<file path="src/rtl/spi_frame_tx.sv">
// Multi-channel SPI mode-0 master: streams NUM_CH samples of DATA_W bits per chip-select frame.
// Latency: first bit on mosi and ncs low at the start edge; frame lasts 2*N*CLK_DIV clks, then GAP_CYC clks gap.
// Backpressure: none; start is honoured only in IDLE (ignored while busy), cont re-arms at end of gap.
module spi_frame_tx #(
  parameter int DATA_W    = 10,
  parameter int NUM_CH    = 4,
  parameter int CLK_DIV   = 4,
  parameter int GAP_CYC   = 8,
  parameter bit MSB_FIRST = 1'b1
) (
  input  logic                     clk,
  input  logic                     reset,
  input  logic                     start,
  input  logic                     cont,
  input  logic [NUM_CH*DATA_W-1:0] ch_data,
  output logic                     busy,
  output logic                     done,
  output logic                     sclk,
  output logic                     mosi,
  output logic                     ncs
);

  localparam int N     = NUM_CH * DATA_W;
  localparam int DIV_W = $clog2(CLK_DIV);
  localparam int BIT_W = $clog2(N + 1);
  localparam int GAP_W = $clog2(GAP_CYC + 1);

  localparam logic [DIV_W-1:0] DIV_LAST = DIV_W'(CLK_DIV - 1);
  localparam logic [BIT_W-1:0] BIT_LAST = BIT_W'(N - 1);
  localparam logic [GAP_W-1:0] GAP_LAST = GAP_W'(GAP_CYC - 1);

  typedef enum logic [1:0] {IDLE, SHIFT, GAP} state_t;

  state_t           state;
  logic [N-1:0]     ordered;   // frame bits in transmit order, first bit at MSB
  logic [N-1:0]     sreg;      // bits still to be sent after the one on mosi
  logic [DIV_W-1:0] div_cnt;
  logic [BIT_W-1:0] bit_cnt;
  logic [GAP_W-1:0] gap_cnt;
  logic             launch;

  // Reorder the sample bus into transmit order: channel 0 first, bit order per MSB_FIRST.
  always_comb begin
    ordered = '0;
    for (int c = 0; c < NUM_CH; c++) begin
      for (int b = 0; b < DATA_W; b++) begin
        if (MSB_FIRST)
          ordered[N-1-(c*DATA_W+b)] = ch_data[c*DATA_W+DATA_W-1-b];
        else
          ordered[N-1-(c*DATA_W+b)] = ch_data[c*DATA_W+b];
      end
    end
  end

  // A frame starts from IDLE on start, or back-to-back at the last gap cycle in continuous mode.
  always_comb begin
    launch = 1'b0;
    if (state == IDLE && start)
      launch = 1'b1;
    else if (state == GAP && gap_cnt == GAP_LAST && cont)
      launch = 1'b1;
  end

  // Frame sequencer: snapshot, sclk generation, bit shifting, end-of-frame and gap timing.
  always_ff @(posedge clk or posedge reset) begin
    if (reset) begin
      state   <= IDLE;
      sreg    <= '0;
      div_cnt <= '0;
      bit_cnt <= '0;
      gap_cnt <= '0;
      sclk    <= 1'b0;
      mosi    <= 1'b0;
      ncs     <= 1'b1;
      busy    <= 1'b0;
      done    <= 1'b0;
    end else begin
      done <= 1'b0;
      if (launch) begin
        state   <= SHIFT;
        sreg    <= ordered << 1;
        mosi    <= ordered[N-1];
        ncs     <= 1'b0;
        busy    <= 1'b1;
        sclk    <= 1'b0;
        div_cnt <= '0;
        bit_cnt <= '0;
      end else begin
        case (state)
          SHIFT: begin
            if (div_cnt == DIV_LAST) begin
              div_cnt <= '0;
              if (!sclk) begin
                sclk <= 1'b1;
              end else begin
                // Falling edge: either advance to the next bit or close the frame.
                sclk <= 1'b0;
                if (bit_cnt == BIT_LAST) begin
                  state   <= GAP;
                  gap_cnt <= '0;
                  ncs     <= 1'b1;
                  mosi    <= 1'b0;
                  done    <= 1'b1;
                end else begin
                  bit_cnt <= bit_cnt + 1'b1;
                  mosi    <= sreg[N-1];
                  sreg    <= sreg << 1;
                end
              end
            end else begin
              div_cnt <= div_cnt + 1'b1;
            end
          end
          GAP: begin
            if (gap_cnt == GAP_LAST) begin
              state <= IDLE;
              busy  <= 1'b0;
            end else begin
              gap_cnt <= gap_cnt + 1'b1;
            end
          end
          default: state <= IDLE;
        endcase
      end
    end
  end

endmodule

</file>
<file path="config.mk">
export PLATFORM = sky130hd
export DESIGN_NAME = spi_frame_tx
export DESIGN_NICKNAME = d
export VERILOG_FILES = /design/src/rtl/spi_frame_tx.sv
export SDC_FILE = /design/constraint.sdc
export NUM_CORES = 1
export LEC_CHECK = 0
export BUFFER_PORTS_ARGS = -buffer_cell sky130_fd_sc_hd__clkbuf_2
export CAP_MARGIN = 0
export CORE_MARGIN = 5
export CORE_UTILIZATION = 51
export DETAILED_ROUTE_END_ITERATION = 12
export GPL_TIMING_DRIVEN = 0
export PLACE_DENSITY = 0.76
export SYNTH_ARGS = -nofsm -noshare
export SYNTH_HDL_FRONTEND = slang
export SYNTH_SLANG_ARGS = --single-unit
export TNS_END_PERCENT = 50
</file>
<file path="constraint.sdc">
create_clock -name clk -period 2 [get_ports clk]
set_input_delay 0.4 -clock clk [delete_from_list [all_inputs] [get_ports clk]]
set_output_delay 0.4 -clock clk [all_outputs]
set_load 0.02 [all_outputs]
</file>
==> results of run 1 <==
==> cells in the mapped netlist (2+ instances only) <==
| cell | instances | area, µm² |
|---|---|---|
| sky130_fd_sc_hd__a22o_1 | 2 | 17.5 |
| sky130_fd_sc_hd__mux2_4 | 36 | 541 |
| sky130_fd_sc_hd__inv_1 | 3 | 11.3 |
| sky130_fd_sc_hd__xnor2_1 | 4 | 35.0 |
| sky130_fd_sc_hd__buf_6 | 4 | 45.0 |
| sky130_fd_sc_hd__nand2_1 | 4 | 15.0 |
| sky130_fd_sc_hd__buf_2 | 4 | 20.0 |
| sky130_fd_sc_hd__mux2_2 | 42 | 473 |
| sky130_fd_sc_hd__nor2b_1 | 3 | 18.8 |
| sky130_fd_sc_hd__and3_1 | 3 | 18.8 |
| sky130_fd_sc_hd__nor2_1 | 13 | 48.8 |
| sky130_fd_sc_hd__a21oi_1 | 2 | 10.0 |
| sky130_fd_sc_hd__dfrtp_1 | 57 | 1430 |
| sky130_fd_sc_hd__ha_1 | 3 | 37.5 |
| sky130_fd_sc_hd__nand2b_1 | 2 | 12.5 |
| sky130_fd_sc_hd__and2_1 | 2 | 12.5 |
| sky130_fd_sc_hd__nand3_1 | 3 | 15.0 |
| sky130_fd_sc_hd__o22ai_1 | 2 | 12.5 |
| sky130_fd_sc_hd__a31oi_1 | 2 | 12.5 |
| sky130_fd_sc_hd__nor3_1 | 2 | 10.0 |
| sky130_fd_sc_hd__xor2_1 | 3 | 26.3 |
| sky130_fd_sc_hd__a211oi_1 | 2 | 15.0 |
==> repair_timing <==
item                       in CTS  in global routing
gates resized for setup        11                  9
pin swaps                       1                  1
setup buffers                   5                  2
setup endpoints to repair      39                 46
==> cells by family (layout without fill, tap and decap cells) <==
kind of cell	count (synthesis)	in the layout	share of synthesized area
AND/OR/NAND/NOR	39	39	0.0751
AO/OA/AOI/OAI	14	14	0.0352
multiplexers	79	79	0.343
XOR/XNOR	7	7	0.0205
adder cells (fa/ha/maj)	3	3	0.0126
flip-flops	58	58	0.487
buffers and inverters	12	83	0.0268
==> path summary, 6_finish.rpt <==
kind | start | to | slack, ns
max | bit_cnt[1] | sreg[17] | 0.09
min | reset | sreg[29] | 0.1
max reg2reg | bit_cnt[1] | sreg[17] | 0.09
min reg2reg | busy | busy | 0.48
max in group asynchronous | reset | ncs | 1.26
min in group clk | ch_data[3] | sreg[34] | 0.30
==> stage by stage <==
stage               setup WS [ns]  cell area (µm²)  hold WS (ns)
floorplan                  0.0998             2980         0.442
global placement           -0.489             3310         0.463
detailed placement        -0.0874             3330         0.459
CTS                        0.0118             3590        0.0970
global route              0.00461             3650         0.132
finish                     0.0902             3650        0.0976
==> cell type report <==
type,count,area [µm²]
buffer,9,114
clock buffer,12,155
clock inverter,3,15.0
fill,448,1950
inverter,3,11.3
multi-input combinational,142,1490
sequential,58,1450
tap,72,90.1
timing repair buffer,56,325
==> sequential cells by signal (all words and copies together), names as in the netlist <==
| signal | cells |
|---|---|
| sreg | 39 |
| bit_cnt | 6 |
| gap_cnt | 4 |
| div_cnt | 2 |
| state | 2 |
| busy | 1 |
| done | 1 |
| mosi | 1 |
| ncs | 1 |
| sclk | 1 |
==> critical path, cell delays in order (launching register included) <==
cell                      delay, ns
sky130_fd_sc_hd__dfrtp_1       0.40
sky130_fd_sc_hd__ha_1          0.20
sky130_fd_sc_hd__and2_4        0.18
sky130_fd_sc_hd__a21oi_4       0.14
sky130_fd_sc_hd__buf_12        0.15
sky130_fd_sc_hd__buf_12        0.14
sky130_fd_sc_hd__mux2_4        0.30
sky130_fd_sc_hd__mux2_2        0.27
==> power by group through the flow <==
stage          Sequential [mW]  Combinational (mW)  Clock (mW)
5_1_grt                   2.11                2.44        1.03
4_1_cts                   2.03                2.23       0.961
3_5_place_dp              2.05                2.10           0
3_3_place_gp              2.02                2.02           0
6_report                  2.04                2.26       0.933
2_1_floorplan             2.00                1.76           0
==> layer usage <==
metal | up-vias | part of all wire | track usage
met2 | 43 | 0.50 | 0.261
met4 | 0 | 0.021 | 0.0949
met5 | - | 0 | 0
met3 | 14 | 0.047 | 0.0380
met1 | 903 | 0.43 | 0.191
li1 | 893 | - | -
==> results.txt, run 1 <==
- The run finished with clean final reports.
- Vert. Die Dim: between 80 and 90 µm
- Buffers inserted to repair hold after CTS numbered 0.
* Pin count of the biggest net entering global routing: 35
- The clock drives 58 sinks.
* Final Hold Viols: 0
- Along the worst path, the maximum fanout reaches 10.
* Share of total power in combinational logic: 0.431
- Pin placement for this block handled 49 I/O pins.
* Total net switching power: approximately 1.5 mW
* Via count of the first global-routing pass: a little over 2000
* Power per standard cell area: 1430 nW/µm²
- For this run, the number of Yosys warnings is 0.
- # nets final: roughly 330
* Sequential group share of total power: 0.390
* Worst clock skew: slightly above 0.007 ns
- The share of the Yosys chip area taken by registers is 0.487.
* Diodes inserted: 0
- Post-route non-filler standard cell count: between 300 and 400
- In this run the tool buffered the top-level ports with 48 buffer cells.
* Average vias per placed instance: about 5.2
- The total overflow left after global routing is 0.
- The later pin in the worst-skew pair is clocked with a latency of 0.33 ns.
* Max Clk Rate: 524 MHz
- The detail route stage leaves a number of antenna-violating nets equal to 0.
- Clock group share of total power: 0.178
* Worst Hold Class: in -> async
- For the pin with the worst max-slew slack, the measured transition is ~0.54 ns.
- Synthesis handed over a netlist of 212 instances.
* H-Tree Level Count: 3
- Number of buffers created by CTS: 9
* Post-Synthesis Net Count: 259
- Chip Width: between 80 and 90 µm
* Detail Placement HPWL: just under 4 mm
- The first TritonRoute pass finished after 4 iterations.
* DIE AREA: roughly 7500 µm²
- STA puts the critical path data required time at 2.20 ns.
- Area added between synthesis and finish: 22.5%
* Final number of setup-violating endpoints: 0
- Final core area utilization: 0.652
- Clock-pin slew on the worst setup and hold paths: around 0.070 ns
- Leading cell types in the layout, fill and taps excluded: 57 x sky130_fd_sc_hd__dfrtp_1, 48 x sky130_fd_sc_hd__clkbuf_2, 42 x sky130_fd_sc_hd__mux2_2, 36 x sky130_fd_sc_hd__mux2_4, 13 x sky130_fd_sc_hd__nor2_1
- TritonCTS built the clock tree.
- The final-report max-slew violation count came to 0.
* Core Box Area: 5610 µm²
- The critical path is of the reg -> reg type.
- Counting cells, the worst reg-to-reg path comes to 7.
* EDFF count, synth: 0
- Post-synthesis average cell area: approximately 14 µm²
- Measured against its own limit, the worst slew margin works out to 0.639.
* Mean routed wirelength per cell: ~15 µm
- Max-cap violations: 0
- Crit. End Element: flop
- Count of unresolved DRC violations after routing: 0
- Worst ir drop on vdd: 657 µV
* Switching Fraction: 0.289
- Overall Global Routing Usage: 0.160
- The first global-routing pass estimated 9.27 mm of wire.
* Primary flip-flop cell chosen by synthesis mapping: sky130_fd_sc_hd__dfrtp_1
* Portion of the clock cycle consumed by the worst path in the final layout: 0.955
- Layout cell share with drive strength beyond 1: 0.587
* FP Rows: 27
- Drt initial violations: between 70 and 80
* Antenna violations before repair: 0
* CP startpoint kind: flop
* Data arrival time at the worst-slack endpoint: around 2.1 ns
* Total routed wirelength: 5.44 mm
- Sum of negative setup slack: 0 ns
- The initial utilization of the core area, before any placement, comes to 0.532.
- Leaving out fill and tap cells, the most frequent cell in the layout is sky130_fd_sc_hd__dfrtp_1.
- Setup repair after global routing left no endpoint under its margin.
- The clock passes through at most 2 buffers.
- Async SR Flop Fraction: 1.00
* Final estimated routing congestion in global placement: 0.803
* Root Driver: sky130_fd_sc_hd__clkbuf_8
- #FFs+latches synth: 58
- Placed Cells: between 300 and 400
- Post-route minimum period: about 1.9 ns
- The internal power of the cells totals approximately 3.7 mW.
- Overall Power: 5.23 mW
- For this design the static power due to leakage is 1.71 nW.
* Number of vias after detailed routing: between 1500 and 2000
* Area of the mapped netlist: 2980 µm²
* Distinct cell type count of the synthesized netlist: 36
No activity file was read; power rests on OpenSTA's default activity.
==> inputs of run 2 (changes only) <==
ABC_AREA = 1   (was not set)
CORE_ASPECT_RATIO = 0.6   (was not set)
==> run 2 against run 1 <==
  * Combinational power fell by 97%
  * Setup slack better by 0.064 ns
  * Largest power group is now registers
  * Clock power increased by 10%
  * Synthesized area increased by 1.8%
  * Critical endpoint is now sreg[38]
  * Core utilization fell by 1.9 points
  * Clock skew increased by 0.0034 ns
  * Die area grew 2.2%
  * Cell count is 59% higher
  * First-iteration DRC count rose by 140%
  * Non-clock buffer count increased by 4
==> results.txt, run 2 <==
* Multi-input logic area: 1390 µm² (-6.6%)
- The worst setup margin came to 0.154 ns (+0.0640 ns).
- Overall Power: 2.27 mW (-57%)
- # nets final: 526 (+61%)
- The starting DRC count in detailed routing is 174 (+140%).
- Starting density of the core: 0.535 (+0.00292)
- The headroom to the max-slew limit is 0.588 (-0.0507).
- Post-route minimum period: 1.85 ns (-0.0640 ns)
* Core Box Area: 5680 µm² (+1.2%)
* Cell seen most often among critical-path stages: sky130_fd_sc_hd__nand2_1
- The largest clock skew in the final design was 0.0105 ns (+0.00336 ns).
- The number of design rule violations left after detail routing was 0 (unchanged).
* R2r setup slk: 0.15 ns (+0.06 ns)
* Global-route wire length before repair: 12.2 mm (+31%)
* Biggest area contributors in the synthesized netlist: sky130_fd_sc_hd__dfrtp_1 47%, sky130_fd_sc_hd__nand2_1 30%, sky130_fd_sc_hd__nand3_1 8.2%
- Placed cell area: 3400 µm² (+1.9%)
- The number of buffers on the longest clock path came to 2 (unchanged).
- The post-CTS repair timing setup buffer count came to 0 (-5).
- The final cell count without fillers is 563 (+59%).
- Post-synthesis average cell area: 7.25 µm² (-49%)
- The detailed-route wire length per cell came to 12.6 µm (-18%).
- DIE AREA: 7650 µm² (+2.2%)
- #FFs+latches synth: 58 (unchanged)
- Largest reg by FF count: sreg
- The vertical extent of the die was 69.8 µm (-19%).
- Leaving out fill and tap cells, the most frequent cell in the layout is sky130_fd_sc_hd__nand2_1.
* H-Tree Level Count: 3 (unchanged)
- Library cell with the highest instance count after synthesis: sky130_fd_sc_hd__nand2_1
- The number of cells on the worst reg-to-reg path was 10 (+3).
- The run finished with clean final reports.
- The hold buffer count at CTS is 0 (unchanged).
- Pin count of the biggest net entering global routing: 32 (-8.6%)
- The sequential share of the synthesized area came to 0.478 (-0.00842).
- Final Hold Viols: 0 (unchanged)
* Distinct cell type count of the synthesized netlist: 25 (-31%)
- Placed Cells: 548 (+65%)
- The cell count after synthesis was 419 (+98%).
* Cell-by-cell listing of the critical path: ha_1 -> nand2_1 -> nor2_1 -> nand3_4 -> nand2_4 -> inv_2 -> o21ai_2 -> buf_4 -> nand2_1 -> nand2_1
* Number of warning messages in the yosys log: 0 (unchanged)
- TritonCTS built the clock tree.
* Area of the mapped netlist: 3040 µm² (+1.8%)
* Sum of negative setup slack: 0 ns (unchanged)
* Number of vias after detailed routing: 2788 (+50%)
- The area of all placed cells without fillers is 3590 µm² (-1.7%).
- Launch point of the worst reg-to-reg path: gap_cnt[0]
- Compared with the post-synthesis result, the final layout area differs by 18.3%.
- Setup WS pre-CTS: 0.180 ns (+0.267 ns)
* Launch point of the critical path: gap_cnt[0]
* Sinks on Clock Net: 58 (unchanged)
* Residual antenna-violating net count after detailed routing: 0 (unchanged)
- The largest total area in the synthesized netlist belongs to sky130_fd_sc_hd__dfrtp_1.
* Antenna violations before repair: 0 (unchanged)
- Primary flip-flop cell chosen by synthesis mapping: sky130_fd_sc_hd__dfrtp_1
* Average vias per placed instance: 4.95 (-5.1%)
- Crit. End Element: flop
- Leakage power total: 2.16 nW (+26%)
* Share of synthesized cell area in full adder, half adder and majority cells: 0.0124 (-0.000218)
- The clock transition at the registers of the reported paths is 0.07 ns (about the same).
- Worst Hold Class: in -> async
* Share of synthesized cell area in and, or, nand and nor gates: 0.417 (+0.342)
* Layout cell share with drive strength beyond 1: 0.188 (-0.398)
* Via count of the first global-routing pass: 2614 (+28%)
- Unrepaired setup endpoints after global routing: true
- The max-cap violation count is 0 (unchanged).
- The area taken by flip-flops and latches came to 1450 µm² (unchanged).
* Power per standard cell area: 633 nW/µm² (-56%)
* CP startpoint kind: flop
- The final estimated routing congestion in global placement came to 0.866 (+7.9%).
- Critical path required time: 2.28 ns (+0.08 ns)
- Final number of setup-violating endpoints: 0 (unchanged)
- The net switching fraction of the power is 0.217 (-0.0715).
- The cell sitting at the root of the clock tree is a sky130_fd_sc_hd__clkbuf_8.
* Detail Placement HPWL: 4.99 mm (+28%)
- The share of synthesized flip-flops with an asynchronous set or reset came to 1.00 (unchanged).
- The post-synth net total was 466 (+80%).
- Library cell contributing the largest single delay on the critical path: sky130_fd_sc_hd__dfrtp_1
* Number of buffers created by CTS: 9 (unchanged)
- The final-report max-slew violation count came to 0 (unchanged).
- The number of detailed-route iterations in the first pass was 4 (unchanged).
* Number of port buffers: 48 (unchanged)
- The horizontal extent of the die came to 110 µm (+27%).
- Diodes inserted: 0 (unchanged)
* Multiplexer fraction of the synthesized cell area: 0 (-0.343)
- The final wirelength came to 7.11 mm (+31%).
- Worst hold-check slack: 0.107 ns (+0.00968 ns)
* Fillcell total: 530 (+18%)
* Worst Tran Pin Value: 0.617 ns (+0.0759 ns)
- The switching power total is 494 µW (-67%).
- The site row count is 21 (-22%).
* Insertion delay of the later-clocked pin in the worst-skew pair: 0.35 ns (+0.02 ns)
- Max incr delay on CP: 0.38 ns (-0.02 ns)
- The post-cts gate resize count came to 0 (-11).
* Final core area utilization: 0.633 (-0.0186)
- RR Endpoint: sreg[38]
* Number of flip-flops under the largest register name: 39 (unchanged)
* Share of total power in combinational logic: 0.031 (-0.400)
- Leading cell types in the layout, fill and taps excluded: 239 x sky130_fd_sc_hd__nand2_1, 57 x sky130_fd_sc_hd__dfrtp_1, 50 x sky130_fd_sc_hd__nand3_1, 48 x sky130_fd_sc_hd__clkbuf_2, 15 x sky130_fd_sc_hd__inv_1
- The worst vdd rail ir drop is 319 µV (-51%).
- Main combinational cell family by area after synthesis: simple AND/OR/NAND/NOR gates
* Proportion of netlist area held by the largest area contributor: 0.470 (-0.00827)
* Clock group share of total power: 0.453 (+0.275)
- Data arrival time at the worst-slack endpoint: 2.13 ns (+0.02 ns)
- The fraction of the cycle the final worst path needs is 0.923 (-0.0320).
- The part of the power in registers is 0.516 (+0.126).
* Overall Global Routing Usage: 0.203 (+0.0432)
* EDFF count, synth: 0 (unchanged)
- The highest fanout seen on the critical path came to 10 (unchanged).
- The internal power is 1.78 mW (-52%).
- Post-synthesis compound-gate area fraction: 0.0157 (-0.0196)
- Xor/xnor cell area share of the yosys netlist: 0.0115 (-0.00901)
- The count of pins on the block boundary was 49 (unchanged).
* Registers with the most flip-flops: sreg: 39 flops, bit_cnt: 6 flops, gap_cnt: 4 flops
* Max Clk Rate: 542 MHz (+3.5%)
- Top cells by count, synth: 239 x sky130_fd_sc_hd__nand2_1, 57 x sky130_fd_sc_hd__dfrtp_1, 50 x sky130_fd_sc_hd__nand3_1
- The worst setup path is of the reg -> reg kind.
* Global-route congestion overflow total: 0 (unchanged)
[run 2: changes by cell type in the layout (fill, tap and decap cells not counted), moves of 6 or more]
| cell | change |
|---|---|
| sky130_fd_sc_hd__buf_2 | +6 |
| sky130_fd_sc_hd__buf_4 | -6 |
| sky130_fd_sc_hd__inv_1 | +13 |
| sky130_fd_sc_hd__mux2_2 | -42 |
| sky130_fd_sc_hd__mux2_4 | -36 |
| sky130_fd_sc_hd__nand2_1 | +235 |
| sky130_fd_sc_hd__nand3_1 | +47 |
[run 2: per-layer routing]
layer  global-route usage  up-vias  share of wire
li1                     -     1421              -
met1                0.293     1266           0.49
met2                0.282       90           0.42
met3               0.0688       11          0.083
met4               0.0664        0          0.014
met5                    0        -              0
[run 2: how the worst max path moves through the flow]
stage,to,slack [ns],cells after the start
floorplan,bit_cnt[0],0.17,1
global route,sreg[6],-0.02,10
CTS,sreg[28],0.14,10
finish,sreg[38],0.15,10
detailed placement,sreg[17],0.18,10
global placement,div_cnt[0],-0.60,2
[run 2: cell families (layout without fill, tap and decap cells)]
kind of cell    count (synthesis)  count (layout)
fa+ha+maj                       3               3
xor+xnor                        4               4
flops                          58              58
buf+inv                        39             103
simple gates                  309             309
compound gates                  6               6
[run 2: power by group through the flow]
stage | logic (mW) | registers, mW | clock network (mW)
final | 0.0705 | 1.17 | 1.03
after global routing | 0.0812 | 1.17 | 1.10
after CTS | 0.0728 | 1.17 | 1.05
after detailed placement | 0.0725 | 1.19 | 0
after global placement | 0.0666 | 1.20 | 0
after floorplan | 0.0175 | 1.19 | 0
[run 2: final cells by class]
type / count / share of cell area
sequential: 58 / 0.404
multi-input combinational: 322 / 0.388
timing repair buffer: 49 / 0.0724
clock buffer: 13 / 0.0498
buffer: 20 / 0.0355
tap: 80 / 0.0279
inverter: 19 / 0.0198
clock inverter: 2 / 0.00279
[run 2: worst max-delay path: cells and delay by family (launching register included)]
kind                     cells  cell delay [ns]
AO/OA/AOI/OAI                1             0.13
AND/OR/NAND/NOR              6             0.72
adder cells (fa/ha/maj)      1             0.22
flip-flops                   1             0.38
buffers and inverters        2             0.33
==> inputs of run 3 (changes only) <==
CELL_PAD_IN_SITES_DETAIL_PLACEMENT = 1   (was not set)
CELL_PAD_IN_SITES_GLOBAL_PLACEMENT = 2   (was not set)
CORE_UTILIZATION = 28   (was 51)
PLACE_DENSITY = not set   (was 0.76)
PLACE_DENSITY_LB_ADDON = 0.1   (was not set)
==> run 3 against run 2 <==
  * Cell area up 5.8%
  * Clock-buffer cell count down 2
  * Clock skew down 0.0054 ns
==> results.txt, run 3 (synthesis results as in run 2) <==
- Status: complete, no violations
- The max-cap violation count came to 0 (unchanged).
- The hold buffer count at CTS is 0 (unchanged).
- Registers with the most flip-flops: sreg: 39 flops, bit_cnt: 6 flops, gap_cnt: 4 flops
* Sinks on Clock Net: 58 (unchanged)
- Fillcell total: 1358 (+160%)
* Max Clk Rate: 543 MHz (+0.17%)
- Maximum net fanout on the critical path: 10 (unchanged)
* Final Hold Viols: 0 (unchanged)
* 1st-pass router iterations: 4 (unchanged)
- The die area is 13100 µm² (+71%).
- Number of buffers created by CTS: 9 (unchanged)
- The number of antenna violations at the first check in global routing came to 0 (unchanged).
- Worst slew margin relative to its limit: 0.640 (+0.0525)
- Leaving out fill and tap cells, the most frequent cell in the layout is sky130_fd_sc_hd__nand2_1.
- Setup WS pre-CTS: 0.0500 ns (-0.130 ns)
- Area added between synthesis and finish: 25.3%
- The count of pins on the block boundary was 49 (unchanged).
- The final count of negative-setup-slack endpoints was 0 (unchanged).
- The tightest min-delay check is of the in -> async type.
* Worst hold-check slack: 0.0908 ns (-0.0165 ns)
- Multi-input logic area: 1400 µm² (+0.18%)
- In this run the worst setup path begins at gap_cnt[0].
* Diodes inserted: 0 (unchanged)
* Global-route congestion overflow total: 0 (unchanged)
- Total routed wirelength: 9.04 mm (+27%)
- The final period demand of the worst path is 1.84 ns (-0.00304 ns).
- Detail Placement HPWL: 6.35 mm (+27%)
- Number of flip-flops under the largest register name: 39 (unchanged)
* Portion of the clock cycle consumed by the worst path in the final layout: 0.921 (-0.00152)
- Data arrival time at the worst-slack endpoint: 2.12 ns (about the same)
- Mean routed wirelength per cell: 14.5 µm (+15%)
- H-Tree Level Count: 3 (unchanged)
* Post-layout instance area: 3800 µm² (+5.8%)
* Combined flip-flop and latch cell area: 1450 µm² (unchanged)
- Worst Tran Pin Value: 0.539 ns (-0.0786 ns)
* Worst setup margin: 0.157 ns (+0.00304 ns)
* Insertion delay of the later-clocked pin in the worst-skew pair: 0.34 ns (about the same)
* Power per standard cell area: 746 nW/µm² (+18%)
- The clock transition at the registers of the reported paths was 0.05 ns (-0.02 ns).
- Final core area utilization: 0.359 (-0.274)
- The setup path with the least slack is of type reg -> reg.
- The area of placed instances came to 3470 µm² (+2.2%).
- The initial core utilization came to 0.287 (-0.248).
- Vert. Die Dim: 90.7 µm (+30%)
- The largest clock skew in the final design came to 0.00510 ns (-0.00538 ns).
- TritonCTS clock tree: built
- The number of design rule violations left after detail routing is 0 (unchanged).
- The routed via count was 2809 (+0.75%).
* Core Box Area: 10600 µm² (+87%)
- Global-route wire length before repair: 15.2 mm (+25%)
* Leading cell types in the layout, fill and taps excluded: 239 x sky130_fd_sc_hd__nand2_1, 57 x sky130_fd_sc_hd__dfrtp_1, 50 x sky130_fd_sc_hd__nand3_1, 48 x sky130_fd_sc_hd__clkbuf_2, 15 x sky130_fd_sc_hd__inv_1
- STA classifies the critical path endpoint as a flop.
- Largest buffer count on any clock path: 2 (unchanged)
- Number of port buffers: 48 (unchanged)
- Setup repair after global routing could not meet its margin everywhere.
- Layout cell share with drive strength beyond 1: 0.195 (+0.00707)
- The worst vdd rail ir drop is 375 µV (+18%).
- The tree is rooted in a sky130_fd_sc_hd__clkbuf_16.
* # nets final: 528 (+0.38%)
- The overall power was 2.84 mW (+25%).
- The final antenna-violating net count is 0 (unchanged).
- The worst register-to-register path begins at gap_cnt[0].
* Final estimated routing congestion in global placement: 0.700 (-19%)
- The overall track demand over capacity in global routing is 0.149 (-0.0542).
- The pin count of the biggest net entering global routing was 38 (+19%).
* Chip Width: 144 µm (+32%)
* Critical path required time: 2.28 ns (about the same)
- Leakage power total: 2.22 nW (+2.8%)
- FP Rows: 29 (+38%)
- The starting DRC count in detailed routing came to 151 (-13%).
- Largest reg by FF count: sreg
- Average vias per placed instance: 4.49 (-9.2%)
- STA classifies the critical path startpoint as a flop.
- The final-report max-slew violation count is 0 (unchanged).
* Via count of the first global-routing pass: 2937 (+12%)
[run 3: cell types whose count changed in the layout (fill, tap and decap cells not counted)]
| cell | before | now |
|---|---|---|
| sky130_fd_sc_hd__buf_2 | 6 | 5 |
| sky130_fd_sc_hd__buf_4 | 4 | 6 |
| sky130_fd_sc_hd__bufinv_16 | 0 | 1 |
| sky130_fd_sc_hd__clkbuf_16 | 0 | 9 |
| sky130_fd_sc_hd__clkbuf_4 | 0 | 1 |
| sky130_fd_sc_hd__clkbuf_8 | 13 | 2 |
| sky130_fd_sc_hd__clkinv_2 | 2 | 3 |
| sky130_fd_sc_hd__clkinvlp_4 | 0 | 1 |
| sky130_fd_sc_hd__nor2_1 | 8 | 7 |
| sky130_fd_sc_hd__nor2_2 | 1 | 2 |
[run 3: where the power goes]
group          internal, mW  switching [mW]
Clock                  1.02           0.567
Sequential             1.17               0
Combinational        0.0336          0.0394
[run 3: worst paths after layout]
path,to,slack [ns],depth (start not counted)
min reg2reg,ncs,0.46,2
max,sreg[15],0.16,10
max in group asynchronous,ncs,1.25,3
min,sreg[16],0.09,2
max reg2reg,sreg[15],0.16,10
min in group clk,sreg[1],0.29,3
[run 3: layout make-up]
type | count | area share
Inverter | 19 | 0.0187
Timing Repair Buffer | 51 | 0.0724
Multi-Input combinational cell | 322 | 0.367
Clock inverter | 5 | 0.0138
Clock buffer | 11 | 0.0664
Tap cell | 139 | 0.0457
Sequential cell | 58 | 0.382
Buffer | 20 | 0.0342
[run 3: metrics by stage]
| step | TNS [ns] | instances |
|---|---|---|
| floorplan | 0 | 419 |
| global placement | -48.27 | 606 |
| detailed placement | 0 | 607 |
| CTS | 0 | 623 |
| global route | -0.108 | 625 |
| finish | 0 | 625 |
[run 3: metal layers]
layer  vias up  part of all wire  track usage
li1       1430                 -            -
met1      1326              0.55        0.225
met2        42              0.39        0.200
met3        11             0.048       0.0508
met4         0             0.010       0.0349
met5         -                 0            0
[run 3: critical path: stages (launching register included)]
cell and delay (ns):
sky130_fd_sc_hd__dfrtp_1 0.39, sky130_fd_sc_hd__ha_1 0.21, sky130_fd_sc_hd__nand2_1 0.09, sky130_fd_sc_hd__nor2_2 0.16, sky130_fd_sc_hd__nand3_4 0.15, sky130_fd_sc_hd__nand2_4 0.17, sky130_fd_sc_hd__inv_2 0.11, sky130_fd_sc_hd__o21ai_2 0.12
sky130_fd_sc_hd__buf_4 0.23, sky130_fd_sc_hd__nand2_1 0.08, sky130_fd_sc_hd__nand2_1 0.06
[run 3: what timing repair did]
item | in CTS | in global routing
buffers inserted | 0 | 2
setup endpoints to repair | 0 | 44
resized for setup | 0 | 3
